$ cat src/rtl/sb_spi_sequencer.sv
// System-bus sequencer for the iCE40UP SPI hard IP: one-shot register init, then byte transfers.
// Optional `SPI_BURST_CS_EN: tx_last-framed bursts with explicit SPICSR chip-select control.
module sb_spi_sequencer #(
  parameter logic [7:0] CR0_VAL     = 8'hFF,
  parameter logic [7:0] CR1_VAL     = 8'h80,
  parameter logic [7:0] CR2_VAL     = 8'hC0,
  parameter logic [7:0] BR_VAL      = 8'h3F,
  parameter logic [3:0] ACK_TIMEOUT = 4'd15,
  parameter logic [7:0] POLL_LIMIT  = 8'd255
) (
  input  logic       clk,
  input  logic       resetn,
  input  logic       ip_done,
  output logic       sb_stb,
  output logic       sb_wr,
  output logic [7:0] sb_adr,
  output logic [7:0] sb_dat_o,
  input  logic [7:0] sb_dat_i,
  input  logic       sb_ack,
  input  logic       tx_valid,
  input  logic [7:0] tx_data,
  input  logic       tx_last,
  output logic       tx_ready,
  output logic       rx_valid,
  output logic [7:0] rx_data,
  output logic       init_done,
  output logic       busy,
  output logic       err,
  input  logic       err_clear
);

  // WAIT_IP/INITn: bring-up | IDLE: ready | POLL_T..RD_RX: one byte | CS_*: chip select | ERROR: sticky stop
  typedef enum logic [3:0] {
    S_WAIT_IP, S_INIT0, S_INIT1, S_INIT2, S_INIT3, S_IDLE, S_CS_ON, S_POLL_T,
    S_WR_TX, S_POLL_R, S_RD_RX, S_CS_OFF, S_CS_ERR, S_ERROR
  } state_t;

  state_t     r_state, w_state_nx, w_err_tgt;
  logic       r_stb, r_wr, r_ip_q, r_init_done, r_err, r_rx_valid;
  logic [7:0] r_adr, r_dat, r_poll, r_tx_byte, r_rx_data;
  logic [3:0] r_tmo;
  logic       w_stb_nx, w_wr_nx, w_init_done_nx, w_err_nx, w_rx_valid_nx;
  logic [7:0] w_adr_nx, w_dat_nx, w_poll_nx, w_tx_byte_nx, w_rx_data_nx;
  logic [3:0] w_tmo_nx;
  logic       w_req, w_req_wr, w_done, w_tmo_abort;
  logic [7:0] w_req_adr, w_req_dat;
`ifdef SPI_BURST_CS_EN
  logic       r_tx_last, r_burst_open, w_tx_last_nx, w_burst_open_nx;
`else
  logic       w_unused_tx_last;
  assign w_unused_tx_last = tx_last;
`endif

  assign w_done      = r_stb & sb_ack;
  assign w_tmo_abort = r_stb & ~sb_ack & (r_tmo <= 4'd1);

  always_comb begin
    w_req     = 1'b1;
    w_req_wr  = 1'b1;
    w_req_adr = 8'h00;
    w_req_dat = 8'h00;
    case (r_state)
      S_INIT0:  begin w_req_adr = 8'h08; w_req_dat = CR0_VAL; end
      S_INIT1:  begin w_req_adr = 8'h09; w_req_dat = CR1_VAL; end
      S_INIT2:  begin w_req_adr = 8'h0A; w_req_dat = CR2_VAL; end
      S_INIT3:  begin w_req_adr = 8'h0B; w_req_dat = BR_VAL; end
      S_CS_ON:  begin w_req_adr = 8'h0F; w_req_dat = 8'hFE; end
      S_CS_OFF, S_CS_ERR: begin w_req_adr = 8'h0F; w_req_dat = 8'hFF; end
      S_POLL_T, S_POLL_R: begin w_req_wr = 1'b0; w_req_adr = 8'h0C; end
      S_WR_TX:  begin w_req_adr = 8'h0D; w_req_dat = r_tx_byte; end
      S_RD_RX:  begin w_req_wr = 1'b0; w_req_adr = 8'h0E; end
      default:  w_req = 1'b0;
    endcase
  end

  always_comb begin
    w_state_nx     = r_state;
    w_stb_nx       = r_stb;
    w_wr_nx        = r_wr;
    w_adr_nx       = r_adr;
    w_dat_nx       = r_dat;
    w_tmo_nx       = r_tmo;
    w_poll_nx      = r_poll;
    w_tx_byte_nx   = r_tx_byte;
    w_init_done_nx = r_init_done;
    w_err_nx       = err_clear ? 1'b0 : r_err;
    w_rx_valid_nx  = 1'b0;
    w_rx_data_nx   = r_rx_data;
`ifdef SPI_BURST_CS_EN
    w_tx_last_nx    = r_tx_last;
    w_burst_open_nx = r_burst_open;
    w_err_tgt       = S_CS_ERR;
`else
    w_err_tgt       = S_ERROR;
`endif

    // Bus-cycle engine: a bus state entered with strobe low always spends one idle clock first.
    if (w_req) begin
      if (!r_stb) begin
        w_stb_nx = 1'b1;
        w_wr_nx  = w_req_wr;
        w_adr_nx = w_req_adr;
        w_dat_nx = w_req_dat;
        w_tmo_nx = ACK_TIMEOUT;
      end else if (sb_ack || w_tmo_abort) begin
        w_stb_nx = 1'b0;
      end else begin
        w_tmo_nx = r_tmo - 4'd1;
      end
    end

    case (r_state)
      S_WAIT_IP: if (ip_done && r_ip_q) w_state_nx = S_INIT0;
      S_INIT0:   if (w_done) w_state_nx = S_INIT1;
      S_INIT1:   if (w_done) w_state_nx = S_INIT2;
      S_INIT2:   if (w_done) w_state_nx = S_INIT3;
      S_INIT3:   if (w_done) begin w_state_nx = S_IDLE; w_init_done_nx = 1'b1; end
      S_IDLE: if (tx_valid) begin
        w_tx_byte_nx = tx_data;
        w_state_nx   = S_POLL_T;
`ifdef SPI_BURST_CS_EN
        w_tx_last_nx = tx_last;
        if (!r_burst_open) w_state_nx = S_CS_ON;
`endif
      end
      S_CS_ON: if (w_done) begin
        w_state_nx = S_POLL_T;
`ifdef SPI_BURST_CS_EN
        w_burst_open_nx = 1'b1;
`endif
      end
      S_POLL_T, S_POLL_R: if (w_done) begin
        if ((r_state == S_POLL_T) ? sb_dat_i[4] : sb_dat_i[3]) begin
          w_state_nx = (r_state == S_POLL_T) ? S_WR_TX : S_RD_RX;
        end else if (r_poll == POLL_LIMIT - 8'd1) begin
          w_err_nx   = 1'b1;
          w_state_nx = w_err_tgt;
        end else begin
          w_poll_nx = r_poll + 8'd1;
        end
      end
      S_WR_TX: if (w_done) w_state_nx = S_POLL_R;
      S_RD_RX: if (w_done) begin
        w_rx_valid_nx = 1'b1;
        w_rx_data_nx  = sb_dat_i;
        w_state_nx    = S_IDLE;
`ifdef SPI_BURST_CS_EN
        if (r_tx_last) w_state_nx = S_CS_OFF;
`endif
      end
      S_CS_OFF: if (w_done) begin
        w_state_nx = S_IDLE;
`ifdef SPI_BURST_CS_EN
        w_burst_open_nx = 1'b0;
`endif
      end
      S_CS_ERR: if (w_done) w_state_nx = S_ERROR;
      S_ERROR: if (err_clear) w_state_nx = r_init_done ? S_IDLE : S_WAIT_IP;
      default: w_state_nx = S_WAIT_IP;
    endcase

    if (w_tmo_abort) begin
      if (r_state != S_CS_ERR) w_err_nx = 1'b1;
      w_state_nx = (r_state == S_CS_ERR) ? S_ERROR : w_err_tgt;
    end

    // Losing IPDONE invalidates the IP configuration; ERROR stays put until cleared.
    if (!ip_done) begin
      w_init_done_nx = 1'b0;
      if (r_state != S_WAIT_IP && r_state != S_ERROR) begin
        w_state_nx = S_WAIT_IP;
        w_stb_nx   = 1'b0;
`ifdef SPI_BURST_CS_EN
        w_burst_open_nx = 1'b0;
`endif
      end
    end

    if (w_state_nx != r_state) w_poll_nx = 8'd0;
  end

  always_ff @(posedge clk or negedge resetn) begin
    if (!resetn) begin
      r_state     <= S_WAIT_IP;
      r_stb       <= 1'b0;
      r_wr        <= 1'b0;
      r_adr       <= 8'h00;
      r_dat       <= 8'h00;
      r_tmo       <= 4'd0;
      r_poll      <= 8'd0;
      r_ip_q      <= 1'b0;
      r_tx_byte   <= 8'h00;
      r_init_done <= 1'b0;
      r_err       <= 1'b0;
      r_rx_valid  <= 1'b0;
      r_rx_data   <= 8'h00;
`ifdef SPI_BURST_CS_EN
      r_tx_last    <= 1'b0;
      r_burst_open <= 1'b0;
`endif
    end else begin
      r_state     <= w_state_nx;
      r_stb       <= w_stb_nx;
      r_wr        <= w_wr_nx;
      r_adr       <= w_adr_nx;
      r_dat       <= w_dat_nx;
      r_tmo       <= w_tmo_nx;
      r_poll      <= w_poll_nx;
      r_ip_q      <= ip_done;
      r_tx_byte   <= w_tx_byte_nx;
      r_init_done <= w_init_done_nx;
      r_err       <= w_err_nx;
      r_rx_valid  <= w_rx_valid_nx;
      r_rx_data   <= w_rx_data_nx;
`ifdef SPI_BURST_CS_EN
      r_tx_last    <= w_tx_last_nx;
      r_burst_open <= w_burst_open_nx;
`endif
    end
  end

  assign sb_stb    = r_stb;
  assign sb_wr     = r_wr;
  assign sb_adr    = r_adr;
  assign sb_dat_o  = r_dat;
  assign tx_ready  = (r_state == S_IDLE);
  assign busy      = r_state inside {S_CS_ON, S_POLL_T, S_WR_TX, S_POLL_R, S_RD_RX, S_CS_OFF};
  assign rx_valid  = r_rx_valid;
  assign rx_data   = r_rx_data;
  assign init_done = r_init_done;
  assign err       = r_err;

endmodule
$ cat config.mk
export PLATFORM = sky130hd
export DESIGN_NAME = sb_spi_sequencer
export DESIGN_NICKNAME = d
export VERILOG_FILES = /design/src/rtl/sb_spi_sequencer.sv
export SDC_FILE = /design/constraint.sdc
export NUM_CORES = 1
export LEC_CHECK = 0
export ABC_AREA = 1
export CAP_MARGIN = 10
export CORE_UTILIZATION = 55
export DETAILED_ROUTE_END_ITERATION = 8
export PLACE_DENSITY_LB_ADDON = 0.15
export SLEW_MARGIN = 10
export SYNTH_ARGS = -nofsm -noshare
export SYNTH_HDL_FRONTEND = slang
export SYNTH_SLANG_ARGS = --single-unit
$ cat constraint.sdc
create_clock -name clk -period 3.6 [get_ports clk]
set_input_delay 0.72 -clock clk [delete_from_list [all_inputs] [get_ports clk]]
set_output_delay 0.72 -clock clk [all_outputs]
set_load 0.05 [all_outputs]
==> summary.txt <==
Clock network
  – Num CTS Buffers: 5
  – Post-cts resize count: 0
  – Bufs on Longest Clock Path: 2
  – Clk_lat worst skew: 0.30 ns
  – Hold_buf cts: 0
  – Post-CTS setup buffer count: 0
  – TritonCTS Sinks: 50
  – Clock Pin Slew Worst Setup and Hold Paths: 0.09 ns
  – CTS tree: done
  – H-tree levels: 2
  – Root Driver: clkbuf_8

Worst setup path
  – Critical path's slowest cell: clkdlybuf4s50_1
  – FF-to-FF End: sb_dat_o[3]
  – Critical path capture point type: output port
  – CP required: 2.88 ns
  – Crit path kind: flop to output port
  – Worst setup startpoint: r_state[3]
  – CP Cell Sequence: nor2_1 > inv_1 > o21ai_0 > clkdlybuf4s50_1
  – Critical path peak fanout: 10
  – Reg-to-reg setup timing slack: roughly 1.3 ns
  – Path depth of the worst reg2reg path: 10
  – Crit Reg-Reg Startpoint: r_state[3]
  – CP peak stage delay: 0.84 ns
  – Worst EP arrival: 2.22 ns
  – Startpoint types: flop

Synth
  – Post-synth ARST share: 100%
  – Yosys cell types: 37
  – Synth area leaders: dfrtp_1 (46%), nand2_1 (13%), inv_1 (4.0%), nor2_1 (3.7%), mux2_2 (3.3%)
  – Synthesized instance count: between 300 and 400
  – Syn avg cell area: between 8 and 9 µm²
  – Synth Flop Type: dfrtp_1
  – Seq/Total Area, Yosys: 46.0%
  – Mapped Area: 2720 µm²
  – Post-synth top area share: 46.0%
  – Number of synthesized flops with an enable pin: 0
  – Synthesized flop and latch total: 50
  – Cell taking the most area after synthesis: dfrtp_1
  – Synth Warn #: 0

Power and ir drop
  – Leak Pwr: 1.72 nW
  – VDD IR max: roughly 440 µV
  – PD cells: between 600 and 700 nW/µm²

Cells and area
  – N_diodes: 0
  – Share of cells above drive strength 1: 14.9%
  – Final #Nets: a little over 400
  – Most frequent cells in the layout: nand2_1 (94), dfrtp_1 (50), clkdlybuf4s50_1 (47)
  – Post-route insts no fill: 449
  – Area growth, synth to finish: 22.7%
  – Most common cell after layout, fill and taps aside: nand2_1

Timing
  – Clk_skew: 0.00751 ns
  – RSZ-0062 raised after global routing: false
  – Crit share post-route: 81.5%
  – WHS: around 0.42 ns
  – Fmax: 341 MHz
  – Final setup margin: 0.664 ns
  – Max Slew Vio Count: 0
  – Final-report setup violation count: 0
  – Worst slew pin tran: 0.622 ns
  – Rel. slew slack: 58.5%
  – Final Hold Fails: 0
  – Setup TNS: 0 ns
  – Period minus WS final: 2.94 ns

Route
  – Post-DRT Antenna Nets: 0
  – Routed WL per cell: 12.4 µm
  – Via count: about 2300
  – TritonRoute pass-1 iters: 4
  – DRT iter0 DRCs: 95
  – WL final: 5570 µm
  – Via density: 5.13
  – Drt drc: 0

Global routing
  – Number of global-route vias before repair: 2078
  – Global Route Usage Sum: 23.3%
  – Largest net degree at the start of global routing: a little over 50
  – Grt total ovfl: 0
  – Initial antenna violation count: 0
  – First-pass GRT wire length: 9450 µm

Floorplan
  – Die area: 5230 µm²
  – Die X: between 70 and 80 µm
  – I/O Pins: 54
  – Core box area: around 4800 µm²
  – FP Rows: 25
  – Initial Util: 57.2%
  – Die height: around 72 µm

Place
  – Dpl cells: about 440
  – Final HPWL DP: 4100 µm
  – Pre-CTS WS: 1.00 ns
  – Port-buffer cells: 48
  – Gp weighted congestion: 0.918

Job
  – Max-cap viol count: 0

Outcome
  – Status: completed

Hold path
  – Worst Hold Class: input pin to asynchronous set/reset pin
metal layers:
layer	track usage, %	vias to the layer above	wire length [µm]
met4	8.93	0	82
met3	4.72	9	242
li1	-	1151	-
met2	34.6	61	2580
met1	33.6	1081	2660
met5	0	-	0
synthesized netlist by cell type (6+ instances only):
library cell	n
inv_2	8
nor2_2	10
nand2_1	94
nand2_2	7
dfrtp_1	50
nor2_1	27
inv_1	29
nand3_1	17
a21oi_1	10
mux2_2	8
xor2_1	6
o21ai_0	15
worst max-delay path, delay by kind of cell, from the launching register on:
kind / cells / cell delay (ns)
AO/OA/AOI/OAI: 1 / 0.20
buffers and inverters: 2 / 0.92
AND/OR/NAND/NOR: 1 / 0.22
flip-flops: 1 / 0.57
final cells by class:
type                       instances  area (µm²)
clock buffer                       6        82.6
multi-input combinational        239        1290
sequential                        50        1250
inverter                          37         139
tap                               67        83.8
clock inverter                     2        12.5
fill                             397        1420
timing repair buffer              48         478
state kept, by name (all words and copies together), names as in the netlist:
register	count
r_poll	8
r_tx_byte	8
rx_data	8
sb_dat_o	8
r_state	4
r_tmo	4
sb_adr	4
err	1
init_done	1
r_ip_q	1
rx_valid	1
sb_stb	1
sb_wr	1
cells by family after synthesis:
kind of cell | synth area share, %
flops | 46.0
buf+inv | 6.99
simple gates | 30.5
fa+ha+maj | 1.84
compound gates | 8.97
mux | 3.31
other cells | 0.138
xor+xnor | 2.25
stage by stage:
stage / total power [W] / instance area, µm² / utilization (%)
global placement: 0.00175 / 3240 / 68.1
finish: 0.00209 / 3340 / 70.2
global route: 0.00224 / 3340 / 70.2
CTS: 0.00211 / 3330 / 70.1
floorplan: 0.00149 / 2730 / -
detailed placement: 0.00176 / 3240 / 68.1
power by group:
part | switching, W | leakage [nW] | total, W | internal (W)
registers | 0.0000845 | 0.659 | 0.000748 | 0.000664
clock network | 0.000184 | 0.0472 | 0.000339 | 0.000155
logic | 0.000694 | 1.01 | 0.00101 | 0.000311
total | 0.000963 | 1.72 | 0.00209 | 0.00113
how the worst max path moves through the flow:
stage           end  slack [ns]
2_1_floorplan  busy        1.10
3_3_place_gp   busy        1.01
3_5_place_dp   busy        1.00
4_1_cts        busy        0.65
5_1_grt        busy        0.54
6_report       busy        0.66
Power figures use the tool's default switching activity.
